<file path="src/rtl/stream_width_packer_pkg.sv">
// Shared types and helpers for the stream width packer.
//   pack_state_e : accumulator state (empty / partially filled)
//   idx_width()  : width of the lane index for a given lane count
//   lane_bit()   : one-hot lane mask (1 << idx), truncated by the caller
package stream_width_packer_pkg;

    typedef enum logic {
        ST_EMPTY   = 1'b0,
        ST_FILLING = 1'b1
    } pack_state_e;

    function automatic int unsigned idx_width(input int unsigned ratio);
        return (ratio > 1) ? $clog2(ratio) : 1;
    endfunction

    function automatic logic [31:0] lane_bit(input int unsigned idx);
        return 32'd1 << idx;
    endfunction

endpackage

</file>
<file path="src/rtl/stream_width_packer.sv">
// Packs RATIO consecutive narrow beats into one wide word.
// A word closes on the last lane or on in_last; an optional idle timeout
// flushes a partial word so it never waits forever for more input.
// Ports:
//   clk, rstn (sync active-low), clear (sync flush-and-discard)
//   in_data/in_valid/in_last/in_ready    : narrow input stream
//   out_data/out_keep/out_last/out_valid/out_ready : wide output stream
//   pending : a partial word sits in the accumulator
module stream_width_packer
    import stream_width_packer_pkg::*;
#(
    parameter int unsigned DATA_WIDTH    = 8,
    parameter int unsigned RATIO         = 4,
    parameter int unsigned FLUSH_TIMEOUT = 0
) (
    input  logic                        clk,
    input  logic                        rstn,
    input  logic                        clear,
    input  logic [DATA_WIDTH-1:0]       in_data,
    input  logic                        in_valid,
    input  logic                        in_last,
    output logic                        in_ready,
    output logic [DATA_WIDTH*RATIO-1:0] out_data,
    output logic [RATIO-1:0]            out_keep,
    output logic                        out_last,
    output logic                        out_valid,
    input  logic                        out_ready,
    output logic                        pending
);

    localparam int unsigned IW      = idx_width(RATIO);
    localparam int unsigned TMO_LIM = (FLUSH_TIMEOUT > 0) ? FLUSH_TIMEOUT - 1 : 0;
    localparam int unsigned TW      = (TMO_LIM > 0) ? $clog2(TMO_LIM + 1) : 1;
    localparam logic [IW-1:0] LAST_IDX = IW'(RATIO - 1);
    localparam logic [TW-1:0] TMO_MAX  = TW'(TMO_LIM);

    pack_state_e                        state, state_nxt;
    logic [IW-1:0]                      idx;
    logic [RATIO-1:0][DATA_WIDTH-1:0]   acc_data, acc_data_nxt, out_reg;
    logic [RATIO-1:0]                   acc_keep, acc_keep_nxt;
    logic [TW-1:0]                      tmo_cnt;
    logic                               kill, in_exec, close, flush;

    assign kill     = !rstn || clear;
    assign in_ready = !out_valid || out_ready;
    assign in_exec  = in_valid && in_ready;
    assign close    = in_exec && ((idx == LAST_IDX) || in_last);
    // The flush needs a free output register; an accepted beat wins.
    assign flush    = (FLUSH_TIMEOUT != 0) && (state == ST_FILLING) && !in_exec &&
                      (tmo_cnt == TMO_MAX) && in_ready;
    assign out_data = out_reg;

    // Accumulator view including the beat accepted this cycle, so a closing
    // beat lands in the output register without an extra cycle.
    always_comb begin
        acc_data_nxt = acc_data;
        acc_keep_nxt = acc_keep;
        if (in_exec) begin
            acc_data_nxt[idx] = in_data;
            acc_keep_nxt      = acc_keep | RATIO'(lane_bit(32'(idx)));
        end
    end

    // FSM: state register
    always_ff @(posedge clk) begin
        if (kill) state <= ST_EMPTY;
        else      state <= state_nxt;
    end

    // FSM: next state
    always_comb begin
        state_nxt = state;
        case (state)
            ST_EMPTY:   if (in_exec && !close) state_nxt = ST_FILLING;
            ST_FILLING: if (close || flush)    state_nxt = ST_EMPTY;
            default:                           state_nxt = ST_EMPTY;
        endcase
    end

    // FSM: outputs
    always_comb begin
        pending = (state == ST_FILLING);
    end

    always_ff @(posedge clk) begin
        if (kill) begin
            idx       <= '0;
            acc_data  <= '0;
            acc_keep  <= '0;
            tmo_cnt   <= '0;
            out_valid <= 1'b0;
            out_reg   <= '0;
            out_keep  <= '0;
            out_last  <= 1'b0;
        end else begin
            if (close || flush) begin
                // A new word may overwrite one being consumed this cycle,
                // keeping out_valid high for a bubble-free stream.
                out_reg   <= acc_data_nxt;
                out_keep  <= acc_keep_nxt;
                out_last  <= close && in_last;
                out_valid <= 1'b1;
                idx       <= '0;
                acc_data  <= '0;
                acc_keep  <= '0;
            end else begin
                if (out_valid && out_ready) out_valid <= 1'b0;
                if (in_exec) begin
                    idx      <= idx + IW'(1);
                    acc_data <= acc_data_nxt;
                    acc_keep <= acc_keep_nxt;
                end
            end

            // Idle counter saturates so a blocked flush fires on the first free cycle.
            if (in_exec || close || flush || state == ST_EMPTY) tmo_cnt <= '0;
            else if (tmo_cnt != TMO_MAX)                       tmo_cnt <= tmo_cnt + TW'(1);
        end
    end

endmodule

</file>
<file path="config.mk">
export PLATFORM = sky130hd
export DESIGN_NAME = stream_width_packer
export DESIGN_NICKNAME = d
export VERILOG_FILES = /design/src/rtl/stream_width_packer_pkg.sv /design/src/rtl/stream_width_packer.sv
export SDC_FILE = /design/constraint.sdc
export NUM_CORES = 1
export LEC_CHECK = 0
export BUFFER_PORTS_ARGS = -buffer_cell sky130_fd_sc_hd__buf_2
export CAP_MARGIN = 20
export CORE_MARGIN = 2
export CORE_UTILIZATION = 35
export DETAILED_ROUTE_END_ITERATION = 16
export SLEW_MARGIN = 25
export SYNTH_ARGS = -nofsm -noshare
export SYNTH_HDL_FRONTEND = slang
export SYNTH_SLANG_ARGS = --single-unit
</file>
<file path="constraint.sdc">
create_clock -name clk -period 1.65 [get_ports clk]
set_clock_uncertainty 0.1 [all_clocks]
set_input_delay 0.165 -clock clk [delete_from_list [all_inputs] [get_ports clk]]
set_output_delay 0.165 -clock clk [all_outputs]
set_load 0.01 [all_outputs]
</file>
Word-level counts from Yosys, hierarchy flattened
Index checks and enable logic that the tools add are counted.

operators by class
  add/sub/neg operators = 1
  order comparisons = 2
  equal/unequal tests = 1
  shifts and indexed selects = 1
  multiplexer cells = 10
  bitwise gates (word level) = 2
  reductions and logical operators = 14

operators with widths
  cell                                                                                 count
  32-bit bitwise mux                                                                   1
  32-bit two-way mux                                                                   1
  8-bit demux with 2-bit select                                                        1
  8-bit two-way mux                                                                    1
  1-bit logical AND                                                                    6
  1-bit two-way mux                                                                    4
  4-bit two-way mux                                                                    1
  4-bit bitwise OR                                                                     1
  1-bit by 2-bit << shifter with 4-bit output, first input constant                    1
  1-bit zero test                                                                      3
  1-bit logical OR                                                                     3
  2-bit by 3-bit less-than comparator with 1-bit output, second input constant         1
  2-bit by 1-bit adder with 2-bit output, second input constant                        1
  2-bit == test, second input constant                                                 1
  2-bit by 1-bit greater-or-equal comparator with 1-bit output, second input constant  1
  1-bit one-hot mux with 2 select lines                                                1
  2-bit nonzero test                                                                   1
  2-bit OR reduction                                                                   1
  1-bit inverter                                                                       1

storage, ports and cells
  register bits after elaboration = 77
  bits of input ports = 14
  output and inout port bits = 40
  word-level logic and storage cells = 45

Longest topological paths before layout
Gate-level depths: netlist of run 1.

  word-level depth = 8
  mapped depth = 7

Least setup slack after synthesis of run 1
Ideal clock, no wire load.

  path kind = reg-to-reg
  from = register idx[0]
  to = register out_reg (netlist bit out_data[16])
  data arrival time = 1.490 ns
  path slack = -0.028 ns
  cell stages (with the launch flop) = 8
  period minus slack after synthesis = 1.678 ns
  path through = dfxtp_1 -> ha_1 -> or2_1 -> buf_6 -> and3_4 -> buf_6 -> buf_6 -> a311oi_2

between the ends
  word-level cells in the longest chain between the ends = 6

ends and longest elaborated chain
  item                                                                                                                                                                line                        source
  start: declaration                                                                                                                                                  stream_width_packer.sv:38   logic [IW-1:0] idx;
  start signal: assignment                                                                                                                                            stream_width_packer.sv:109  idx <= idx + IW'(1);
  2-bit by 3-bit less-than comparator with 1-bit output (not written as such) / 2-bit by 1-bit greater-or-equal comparator with 1-bit output (equally long branches)  stream_width_packer.sv:59   acc_data_nxt[idx] = in_data;
  1-bit logical AND (not written as such)                                                                                                                             stream_width_packer.sv:59
  8-bit two-way mux (not written as such)                                                                                                                             stream_width_packer.sv:59
  8-bit demux with 2-bit select                                                                                                                                       stream_width_packer.sv:59
  32-bit bitwise mux                                                                                                                                                  stream_width_packer.sv:59
  32-bit two-way mux                                                                                                                                                  stream_width_packer.sv:58   if (in_exec) begin
  end signal: assignment                                                                                                                                              stream_width_packer.sv:99   out_reg <= acc_data_nxt;
  end: declaration                                                                                                                                                    stream_width_packer.sv:39   logic [RATIO-1:0][DATA_WIDTH-1:0] acc_data, acc_data_nxt, out_reg;

Several ways; a longest one is shown, not always the timed one.
A chain may end at the register's enable or synchronous reset.

Worst setup path after layout of run 1
  from = register idx[0]
  to = register out_keep[0]

between the ends
  word-level cells in the longest chain between the ends = 3

ends and longest elaborated chain
  item                                                                                 line                                                      source
  1-bit by 2-bit << shifter with 4-bit output / 2-bit == test (equally long branches)  stream_width_packer_pkg.sv:17, stream_width_packer.sv:47
  4-bit bitwise OR / 1-bit logical OR (equally long branches)                          stream_width_packer.sv:60, stream_width_packer.sv:47
  4-bit two-way mux / 1-bit logical AND (equally long branches)                        stream_width_packer.sv:58, stream_width_packer.sv:47
  end signal: assignment                                                               stream_width_packer.sv:100                                out_keep <= acc_keep_nxt;
  end: declaration                                                                     stream_width_packer.sv:24                                 output logic [RATIO-1:0] out_keep,

Several ways; a longest one is shown, not always the timed one.

==> flow_summary.yaml, run 1 <==
outcome:
  run_status: "completed"
worst_setup_path:
  cp_cell_sequence: "ha_2 -> or2_4 -> buf_6 -> buf_4 -> a31oi_1 -> a211oi_1"
  crit_fanout: 8
  r2r_cells: 6
  worst-endpoint-required_ps: 1770
  critical-path-max-stage-delay_ps: 350
  reg2reg_from: "idx[0]$_SDFFE_PP0N_"
  startpoint: "idx[0]$_SDFFE_PP0N_"
  ff2ff_setup_slack_ps: 50
  cp-end-kind: "flop"
  setup.worst_path.start_class: "flop"
  worstSetupPathType: "reg -> reg"
  arrival_ps: 1720
  slowest_stage: "dfxtp_2"
  worstReg2RegEnd: "out_keep[0]$_SDFFE_PP0P_"
floorplan:
  die_x_um: 100
  io_pins: 54
  core_um2: 9110
  die_h_um: 100
  die_area_um2: 10100
  start_util: 0.357
  num_rows: 35
timing:
  rsz0062_at_grt: "true"
  fin_crit_sh: 0.968
  max_freq_mhz: 626
  setup_viol: 0
  worst_hold_slack_ps: 63.2
  final.min_clock_period_ps: 1600
  maxSlewViolCount: 0
  setup_ws_ps: 53.2
  hold_violations: 0
  worstMarginPinSlew_ps: 583
  setup_tns_ps: 0
  relSlewSlack: 0.610
clock_network:
  clk_pin_slew_worst_paths_ps: 80
  h-tree-depth: 3
  cts_root_buf: "clkbuf_8"
  cts_sinks: 77
  cts_tree: "yes"
  numCtsBuffers: 9
  cts_buffer_depth: 2
  clkLatencyLatePin_ps: 350
min_path:
  holdCritStartpoint: "in_data[1]"
  hp-class: "in -> reg"
  whs_path_depth: 3
  worstHoldEndpoint: "acc_data[1]$_SDFFE_PP0N_"
placement:
  pre_cts_slack_ps: -44.8
  port_buffers: 53
  hpwl_um: 6050
  place.gp.congestion: 0.754
detailed_routing:
  viasPerCell: 5.77
  wl_per_cell_um: 18.0
  wl_met2_um: 4540
  top_layer_used: "met4"
  detail_route.iter0.violations: 202
  drt-met1-wl_um: 4560
  routed_wl_um: 9780
  drt_pass1_iterations: 5
  ant_nets: 0
  num_vias: 3129
  drc: 0
  wl_met3_um: 483
pwr:
  powerDensity_nw_per_um2: 959
  p_leak_uw: 0.00148
  ir_drop_v: 0.000309
cells_and_area:
  utilization: 0.438
  drive_gt1_frac: 0.283
  area_growth_pct: 22.9
  antennaDiodeCount: 0
  fin_nets: 445
  fill_cells: 918
  final_common_cell: "dfxtp_1"
  final_cell_mix: "dfxtp_1 (76), a21oi_1 (56), buf_2 (54)"
synthesis:
  syn-num-nets: 393
  ys_seq_area_frac: 0.474
  yosysUniqueCellTypes: 31
  syn_inst: 374
  syn_area_per_cell_um2: 8.69
  synth_area_um2: 3250
  ys.warnings.count: 0
  ys_ff_latch: 77
global_routing:
  grt_max_degree: 47
  grtUsageTotal: 0.194
  grt_pass1_vias: 2916
  grt.overflow.total: 0
  grt_pass1_wl_um: 15200
  antenna_found_initial: 0
job:
  cap_violations: 0
[worst max-delay path, delay by kind of cell (launching register included)]
family,cells,cell delay [ps]
flip-flops,1,350
AO/OA/AOI/OAI,2,250
AND/OR/NAND/NOR,1,280
adder cells (fa/ha/maj),1,190
buffers and inverters,2,300
[registers in the layout, indices dropped and copies added, names as in the netlist, named ones only]
signal     cells
out_last       1
idx            2
out_data      32
acc_keep       4
acc_data      32
out_valid      1
out_keep       4
[where the power goes]
part           leakage [uW]  internal [uW]  total [uW]  switching, uW
logic              0.000744            146         403            256
registers          0.000624           1900        1920           23.6
clock network      0.000112            816        1510            692
total               0.00148           2860        3830            972
[cell usage after synthesis, drive strengths merged]
library cell,n,area (um2)
clkbuf,15,57.6
a211oi,4,30.0
and2,10,62.6
nand3,28,145
o21a,1,7.51
and3,1,11.3
o31ai,1,7.51
nor2b,1,6.26
a221oi,7,61.3
o22ai,7,43.8
a311oi,25,282
nor2,9,33.8
or2,1,6.26
nand2,29,109
a31o,1,8.76
nand4,1,6.26
buf,21,119
a31oi,6,37.5
o21ai,52,260
and2b,1,7.51
dfxtp,77,1540
nand2b,2,12.5
inv,12,45.0
a21oi,57,285
ha,5,62.6
[how the worst max path moves through the flow]
| stage | slack [ps] | cells past startpoint | end |
|---|---|---|---|
| after floorplan | 10 | 7 | out_data[16]$_SDFFE_PP0P_ |
| after global placement | 40 | 5 | out_data[30]$_SDFFE_PP0P_ |
| after detailed placement | -40 | 5 | out_data[24]$_SDFFE_PP0P_ |
| after CTS | 2 | 5 | out_data[20]$_SDFFE_PP0P_ |
| after global routing | -40 | 5 | out_data[26]$_SDFFE_PP0P_ |
| final | 50 | 6 | out_keep[0]$_SDFFE_PP0P_ |
[through the flow]
stage	std cells	cell area, um2	power [uW]
4_1_cts	540	3920	3830
3_5_place_dp	520	3650	2330
2_1_floorplan	374	3260	2180
5_1_grt	542	3990	3970
3_3_place_gp	520	3650	2320
6_report	542	3990	3830
[cells by family after synthesis]
kind of cell,synth area share
AO/OA/AOI/OAI,0.315
adder cells (fa/ha/maj),0.0193
buffers and inverters,0.0682
AND/OR/NAND/NOR,0.123
flip-flops,0.474
[repair_timing]
item / CTS / global route
pin swaps: 1 / 1
cloned: 0 / 2
endpoints found under the setup margin: 12 / 57
hold endpoints to repair: 1 / 0
hold buffers: 1 / 0
setup buffers: 3 / 0
resized for setup: 2 / 35
[layout make-up]
cell class / instances / area (um2) / area share
Clock inverter: 4 / 45.0 / 0.0113
Inverter: 12 / 45.0 / 0.0113
Multi-Input combinational cell: 250 / 1560 / 0.391
Timing Repair Buffer: 76 / 495 / 0.124
Tap cell: 111 / 139 / 0.0348
Clock buffer: 12 / 165 / 0.0414
Sequential cell: 77 / 1540 / 0.386
[metal layers]
metal,vias to the layer above,GRT usage
li1,1473,-
met1,1529,0.266
met2,112,0.302
met3,15,0.0299
met4,0,0.0875
met5,-,0
No activity file was read; power rests on OpenSTA's default activity.
==> run 2, diff against run 1 <==
--- a/config.mk
+++ b/config.mk
@@ -10,6 +10,7 @@
 export CORE_MARGIN = 2
 export CORE_UTILIZATION = 35
 export DETAILED_ROUTE_END_ITERATION = 16
+export MAX_ROUTING_LAYER = met4
 export SLEW_MARGIN = 25
 export SYNTH_ARGS = -nofsm -noshare
 export SYNTH_HDL_FRONTEND = slang
==> flow_summary.yaml, run 2 (synthesized netlist as in run 1, its figures left out) <==
worst_setup_path:
  worst-endpoint-required_ps: 1760
  cp-end-kind: "flop"
  setup.worst_path.start_class: "flop"
  critical-path-max-stage-delay_ps: 350
  crit_fanout: 8
  arrival_ps: 1710
  crit_family: "flip-flops"
  worstSetupPathType: "reg -> reg"
  slowest_stage: "dfxtp_2"
  critPathBufInv: 2
  cp_cell_sequence: "ha_2 -> or2_4 -> buf_6 -> buf_12 -> o21ai_0 -> a311oi_1"
detailed_routing:
  ant_nets: 0
  viasPerCell: 5.65
  detail_route.iter0.violations: 189
  drt_pass1_iterations: 7
  wl_per_cell_um: 17.8
  drc: 0
  routed_wl_um: 9630
  num_vias: 3055
global_routing:
  grt_max_degree: 47
  grtUsageTotal: 0.200
  antenna_found_initial: 0
  grt_pass1_vias: 2909
  grt.overflow.total: 0
  grt_pass1_wl_um: 15200
pwr:
  switchingPower_uw: 971
  clockPowerShare: 0.393
  powerDensity_nw_per_um2: 956
  finalPower_uw: 3830
  power_frac_comb: 0.106
  ir_drop_v: 0.000306
  p_leak_uw: 0.00148
  swShare: 0.254
  seqPwrFrac: 0.501
  p_int_uw: 2860
cells_and_area:
  drive_gt1_frac: 0.286
  seq_area_um2: 1540
  final_cell_mix: "dfxtp_1 (76), a21oi_1 (56), buf_2 (53)"
  area_growth_pct: 23.3
  utilization: 0.440
  multi_input_area_um2: 1580
  antennaDiodeCount: 0
  final_common_cell: "dfxtp_1"
  fill_cells: 911
  final_cells: 541
  fin_nets: 444
clock_network:
  cts_tree: "yes"
  clk_pin_slew_worst_paths_ps: 80
  h-tree-depth: 3
  cts_buffer_depth: 2
  numCtsBuffers: 9
  cts_root_buf: "clkbuf_8"
  clkLatencyLatePin_ps: 350
  cts_sinks: 77
job:
  cap_violations: 0
timing:
  setup_viol: 0
  setup_ws_ps: 59.7
  max_freq_mhz: 629
  final.min_clock_period_ps: 1590
  fin_crit_sh: 0.964
  setup_tns_ps: 0
  hold_violations: 0
  rsz0062_at_grt: "false"
  relSlewSlack: 0.681
  maxSlewViolCount: 0
  worstMarginPinSlew_ps: 478
floorplan:
  num_rows: 35
  die_x_um: 100
  die_h_um: 100
  start_util: 0.357
  io_pins: 54
  die_area_um2: 10100
  core_um2: 9110
placement:
  place.gp.congestion: 0.764
  port_buffers: 53
  pre_cts_slack_ps: -44.8
  hpwl_um: 6050
  placed_cells: 520
outcome:
  run_status: "completed"
min_path:
  hp-class: "in -> reg"
==> run 2: power by group through the flow <==
stage               Clock, uW  Combinational, uW  Sequential [uW]
finish                   1510                405             1920
global route             1610                441             1920
CTS                      1530                378             1920
detailed placement          0                364             1960
global placement            0                358             1960
floorplan                   0                211             1970
==> run 2: final cells by class <==
class                      count  area share
clock buffer                  12      0.0412
clock inverter                 4      0.0112
inverter                      12      0.0112
multi-input combinational    250       0.394
sequential                    77       0.385
tap                          111      0.0347
timing repair buffer          75       0.122
==> run 2: path summary, 6_finish.rpt <==
| path | from | slack, ps | endpoint | depth (start not counted) |
|---|---|---|---|---|
| worst max-delay path | idx[0]$_SDFFE_PP0N_ | 60 | out_data[5]$_SDFFE_PP0P_ | 6 |
| worst min-delay path | in_data[7] | 60 | acc_data[7]$_SDFFE_PP0N_ | 3 |
| worst max register to register | idx[0]$_SDFFE_PP0N_ | 60 | out_data[5]$_SDFFE_PP0P_ | 6 |
| worst min register to register | acc_data[25]$_SDFFE_PP0N_ | 370 | acc_data[25]$_SDFFE_PP0N_ | 1 |
==> run 2: repair_timing <==
item / 4_1_cts / 5_1_grt
pin swaps: 1 / 5
endpoints found under the hold margin: 1 / 0
gates cloned: 0 / 1
gates resized for setup: 2 / 38
setup buffers: 3 / 0
hold buffers: 1 / 0
setup endpoints to repair: 12 / 54
==> run 2: stage by stage <==
stage | hold slack [ps] | cell area (um2)
CTS | 41.5 | 3920
detailed placement | 349 | 3650
finish | 55.1 | 4010
global placement | 346 | 3650
global route | 80.2 | 4010
floorplan | 217 | 3260
==> run 2: tightest hold or removal path: stages <==
cell	delay (ps)
buf_2	160
nand3_1	80
a21oi_1	60
==> run 2: layer usage <==
layer,GRT usage,share of wire,vias up
met2,0.303,0.46,102
met4,0.0875,0.022,0
li1,-,-,1472
met3,0.0286,0.067,17
met1,0.266,0.45,1464
met5,-,0,-
